===== src/rtl/joy_pkg.sv =====
// Shared joystick bit positions and the decoder-to-Kempston byte mapping.
package joy_pkg;

  localparam int unsigned JOY_W = 8;

  // Decoder order, [7..0]
  localparam int unsigned JOY_UP    = 7;
  localparam int unsigned JOY_DOWN  = 6;
  localparam int unsigned JOY_LEFT  = 5;
  localparam int unsigned JOY_RIGHT = 4;
  localparam int unsigned JOY_F1    = 3;
  localparam int unsigned JOY_F2    = 2;
  localparam int unsigned JOY_F3    = 1;
  localparam int unsigned JOY_START = 0;

  // Kempston port order
  localparam int unsigned KEMP_RIGHT = 0;
  localparam int unsigned KEMP_LEFT  = 1;
  localparam int unsigned KEMP_DOWN  = 2;
  localparam int unsigned KEMP_UP    = 3;
  localparam int unsigned KEMP_F1    = 4;
  localparam int unsigned KEMP_F2    = 5;
  localparam int unsigned KEMP_F3    = 6;
  localparam int unsigned KEMP_START = 7;

  function automatic logic [JOY_W-1:0] map_to_kemp(input logic [JOY_W-1:0] d);
    logic [JOY_W-1:0] k;
    k             = '0;
    k[KEMP_RIGHT] = d[JOY_RIGHT];
    k[KEMP_LEFT]  = d[JOY_LEFT];
    k[KEMP_DOWN]  = d[JOY_DOWN];
    k[KEMP_UP]    = d[JOY_UP];
    k[KEMP_F1]    = d[JOY_F1];
    k[KEMP_F2]    = d[JOY_F2];
    k[KEMP_F3]    = d[JOY_F3];
    k[KEMP_START] = d[JOY_START];
    return k;
  endfunction

endpackage


===== src/rtl/joy_debounce_bit.sv =====
// Single-line debouncer: a new level is accepted only after DB_CYCLES
// consecutive cycles of disagreement with the current accepted level.
module joy_debounce_bit #(
  parameter int unsigned DB_CYCLES = 1024,
  parameter int unsigned DB_W      = 11
) (
  input  logic clk,
  input  logic rst_n,
  input  logic raw,
  output logic level
);

  logic [DB_W-1:0] cnt;

  always_ff @(posedge clk) begin
    if (!rst_n) begin
      cnt   <= '0;
      level <= 1'b0;
    end else if (raw == level) begin
      cnt <= '0;
    end else if (cnt == DB_W'(DB_CYCLES - 1)) begin
      level <= raw;
      cnt   <= '0;
    end else begin
      cnt <= cnt + DB_W'(1);
    end
  end

endmodule


===== src/rtl/joy_conditioner.sv =====
// Debounce, SOCD cleaning, autofire and player swap for two raw joysticks,
// producing registered active-high Kempston bytes and a change strobe.
module joy_conditioner
  import joy_pkg::*;
#(
  parameter int unsigned DB_CYCLES = 1024,
  parameter int unsigned DB_W      = 11,
  parameter int unsigned AF_PERIOD = 1750000,
  parameter int unsigned AF_W      = 21
) (
  input  logic              clk,
  input  logic              rst_n,
  input  logic [JOY_W-1:0]  joy1_n,
  input  logic [JOY_W-1:0]  joy2_n,
  input  logic [1:0]        af_en,
  input  logic              swap,
  output logic [JOY_W-1:0]  kemp1,
  output logic [JOY_W-1:0]  kemp2,
  output logic [2*JOY_W-1:0] joy_state,
  output logic              changed
);

  localparam int unsigned N_BITS = 2 * JOY_W;

  logic [N_BITS-1:0] raw;
  logic [N_BITS-1:0] acc;
  logic [N_BITS-1:0] acc_q;
  logic [AF_W-1:0]   presc;
  logic [1:0]        phase;
  logic              tick;
  logic [JOY_W-1:0]  eff1;
  logic [JOY_W-1:0]  eff2;

  assign raw = ~{joy2_n, joy1_n};

  for (genvar i = 0; i < N_BITS; i++) begin : g_db
    joy_debounce_bit #(
      .DB_CYCLES(DB_CYCLES),
      .DB_W     (DB_W)
    ) u_db (
      .clk  (clk),
      .rst_n(rst_n),
      .raw  (raw[i]),
      .level(acc[i])
    );
  end

  assign joy_state = acc;
  assign tick      = (presc == AF_W'(AF_PERIOD - 1));

  // Opposing directions cancel; fire1 is gated by the autofire phase when enabled.
  function automatic logic [JOY_W-1:0] condition(input logic [JOY_W-1:0] s,
                                                 input logic af, input logic ph);
    logic [JOY_W-1:0] o;
    o = s;
    if (s[JOY_UP] && s[JOY_DOWN]) begin
      o[JOY_UP]   = 1'b0;
      o[JOY_DOWN] = 1'b0;
    end
    if (s[JOY_LEFT] && s[JOY_RIGHT]) begin
      o[JOY_LEFT]  = 1'b0;
      o[JOY_RIGHT] = 1'b0;
    end
    o[JOY_F1] = s[JOY_F1] & (af ? ph : 1'b1);
    return o;
  endfunction

  always_comb begin
    eff1 = condition(acc[JOY_W-1:0], af_en[0], phase[0]);
    eff2 = condition(acc[N_BITS-1:JOY_W], af_en[1], phase[1]);
  end

  always_ff @(posedge clk) begin
    if (!rst_n) begin
      presc   <= '0;
      phase   <= 2'b11;
      acc_q   <= '0;
      changed <= 1'b0;
      kemp1   <= '0;
      kemp2   <= '0;
    end else begin
      presc <= tick ? '0 : presc + AF_W'(1);
      // Phase idles high so a fresh press fires on its first output cycle.
      phase[0] <= !acc[JOY_F1]         ? 1'b1 : (tick ? ~phase[0] : phase[0]);
      phase[1] <= !acc[JOY_W + JOY_F1] ? 1'b1 : (tick ? ~phase[1] : phase[1]);
      acc_q    <= acc;
      changed  <= |(acc ^ acc_q);
      kemp1    <= map_to_kemp(swap ? eff2 : eff1);
      kemp2    <= map_to_kemp(swap ? eff1 : eff2);
    end
  end

endmodule


===== config.mk =====
export PLATFORM = sky130hd
export DESIGN_NAME = joy_conditioner
export DESIGN_NICKNAME = d
export VERILOG_FILES = /design/src/rtl/joy_pkg.sv /design/src/rtl/joy_debounce_bit.sv /design/src/rtl/joy_conditioner.sv
export SDC_FILE = /design/constraint.sdc
export NUM_CORES = 1
export LEC_CHECK = 0
export CELL_PAD_IN_SITES_DETAIL_PLACEMENT = 0
export CELL_PAD_IN_SITES_GLOBAL_PLACEMENT = 1
export CORE_AREA = 2 2 121 212
export CTS_CLUSTER_DIAMETER = 100
export CTS_CLUSTER_SIZE = 24
export DETAILED_ROUTE_END_ITERATION = 8
export DIE_AREA = 0 0 123 214
export PLACE_DENSITY = 0.76
export SLEW_MARGIN = 0
export SYNTH_ARGS = -nofsm -noshare
export SYNTH_HDL_FRONTEND = slang
export SYNTH_SLANG_ARGS = --single-unit

===== constraint.sdc =====
create_clock -name clk -period 1.92 [get_ports clk]
set_clock_uncertainty 0.1 [all_clocks]
set_input_delay 0.48 -clock clk [delete_from_list [all_inputs] [get_ports clk]]
set_output_delay 0.48 -clock clk [all_outputs]
set_load 0.005 [all_outputs]

==> impl_metrics.toml <==
[final_layout]
final_cell_mix = "232 x dfxtp_1, 211 x nor2_1, 90 x xnor2_1"
area_growth_pct = 15.7
antenna_cells = 0
fin_nets = 1253
drive_gt1_share_pct = 9.30
layout_commonest_cell = "dfxtp_1"
stdcell_count = 1527
num-fill-cells = 2427
stdcell_area_sq_um = 11800

[hold_path]
worstHoldPathType = "reg2reg"
holdPathEnd = "g_db[9].u_db.cnt[0]"
min_delay_path_depth = 1
hold_start = "g_db[9].u_db.cnt[0]"

[timing]
tightest_slew_ns = 0.458
timing.fmax_mhz = 534
hold_viol_final = 0
rsz0062_at_grt = "no"
final-setup-viol-count = 0
slew_violations = 0
period_share_pct = 97.5
max_slew_margin_pct = 69.2
setup_tns_ns = 0
min_period_ns = 1.87

[power]
ir_worst_vdd_mv = 0.595
power_w = 0.00857
p_per_area_nw_per_um2 = 725
leakage_nw = 4.52

[setup_path]
crit_arrival_ns = 1.29
ff2ff_path_depth = 4
slowest_delay_ns = 0.49
ff2ff_setup_slack_ns = 0.13
r2r-end = "presc[19]"
cp_slowest_cell = "clkdlybuf4s50_1"
worstPathCellList = "clkdlybuf4s50_1"
worstSetupPathType = "reg2out"
r2r-start = "presc[9]"
end_kind = "primary output"
crit_family = "buffers and inverters"
crit_path_max_fanout = 1
crit_buf_inv = 1
crit_path_start_kind = "flop"
critPathLaunch = "kemp1[2]"
critical_path_required_ns = 1.34

[floorplan]
ios = 54
rows = 76
die_y_um = 214
start_util_pct = 41.7
core-area_sq_um = 24500
dieWidth_um = 123
dieArea_sq_um = 26300

[logic_synthesis]
synth_area_leader_cell = "dfxtp_1"
netlist_area_sq_um = 10200
async_reset_ff_share_pct = 0
syn_nets = 1165
synthCells = 1127
ys.flop_type = "dfxtp_1"
ys_warn_count = 0
synth-edff-count = 0
synth.distinct_cells = 43
synth.area.top_cells = "dfxtp_1 49%, nor2_1 7.8%, xnor2_1 7.7%"
synth_top_area_share_pct = 48.6
synth_seq_area_share_pct = 48.6
syn_area_per_cell_sq_um = 9.07
yosys_register_bits = 248

[placement]
hpwl_um = 14700
numPortBuffers = 53
place_congestion = 0.808
place_area_sq_um = 11300
dp.cells = 1505

[drt]
vias_per_cell = 4.96
wl_per_cell_um = 13.1
remaining_drc_errors = 0
ant_nets = 0
vias = 7568
dr.pass1.iters = 4
drtIter0Drc = 267
wirelength_um = 19900

[status]
status = "finished clean"

[global_route]
grt_max_degree = 30
track_usage_pct = 15.2
grt_pass1_vias = 7548
grt_first_pass_wirelength_um = 33600
antenna_found_initial = 0
grt_overflow_total = 0

[cts]
clock-sinks = 248
clock_path_buffers = 3
cts_tree = "done"
cts_made_buffers = 14
clk_latency_ns = 0.48
postCtsHoldBufs = 0
cts_root_buffer = "clkbuf_16"
path_clk_slew_ns = 0.09
htreeDepth = 1

[job]
cap_violations = 0
[how the worst max path moves through the flow]
stage / slack, ns / to / cells past startpoint
6_report: 0.05 / kemp1[2] / 1
5_1_grt: 0.0003 / kemp1[5] / 1
4_1_cts: 0.002 / joy_state[7] / 1
3_5_place_dp: -0.004 / g_db[1].u_db.cnt[4] / 5
3_3_place_gp: 0.005 / g_db[12].u_db.cnt[7] / 5
2_1_floorplan: 0.14 / presc[15] / 5
[layer usage]
metal	vias to the layer above	global-route usage (%)	part of all wire, %
li1	3927	-	-
met1	3540	17.1	43
met2	77	29.2	53
met3	24	1.89	3.0
met4	0	4.05	1.9
met5	-	0	0
[registers in the layout, summed over array words and instances (netlist names)]
signal           cells
g_db.u_db.level     16
changed              1
presc               21
g_db.u_db.cnt      176
acc_q               16
kemp1                8
phase                2
kemp2                8
[cell families (layout without fill, tap and decap cells)]
family | Yosys count | after routing | synth area share [%]
compound gates | 49 | 49 | 2.94
xor+xnor | 174 | 174 | 14.9
fa+ha+maj | 17 | 17 | 2.08
buf+inv | 86 | 174 | 3.81
flops | 248 | 248 | 48.6
mux | 12 | 12 | 1.19
simple gates | 541 | 541 | 26.5
[repair_timing]
item	CTS	global route
setup endpoints to repair	20	19
gates resized for setup	38	10
pin swaps	0	0
setup buffers	6	0
[power by group]
| group | leakage (nW) | total, W | internal [W] | switching, W |
|---|---|---|---|---|
| Sequential | 2.01 | 0.00520 | 0.00517 | 0.0000342 |
| Clock | 0.192 | 0.00308 | 0.00142 | 0.00165 |
| Combinational | 2.32 | 0.000288 | 0.000129 | 0.000160 |
| Total | 4.52 | 0.00857 | 0.00672 | 0.00185 |
[stage by stage]
stage / setup slack [ns] / utilization, % / hold slack, ns
floorplan: 0.137 / - / 0.313
global placement: 0.00467 / 46.3 / 0.324
detailed placement: -0.00384 / 46.3 / 0.337
CTS: 0.00165 / 48.1 / 0.350
global route: 0.000273 / 48.2 / 0.379
finish: 0.0484 / 48.2 / 0.345
[cell usage after synthesis, drive strengths merged, types with 2 or more instances]
cell and n:
dfxtp 248, nor2 211, xnor2 90, xor2 84
nand2 68, nand3 58, nand4 51, inv 43
nor3 31, buf 24, o21ai 22, nand3b 19
and4 18, clkbuf 18, ha 17, and3 16
nor4 15, or2 12, mux2i 11, nor3b 11
a21oi 10, and2 8, or3 7, nor2b 6
nor4b 6, a31oi 5, a21boi 4, o31ai 4
or4 3, o41ai 2
[layout make-up]
type / instances / area (sq um) / area share [%]
clock inverters: 1 / 16.3 / 0.138
well taps: 312 / 390 / 3.30
inverters: 44 / 165 / 1.40
clock buffers: 15 / 375 / 3.17
repair buffers: 114 / 1010 / 8.54
flip-flops and latches: 248 / 5000 / 42.3
multi-input cells: 793 / 4870 / 41.2
Note: power is estimated with default switching activity, not from simulation.
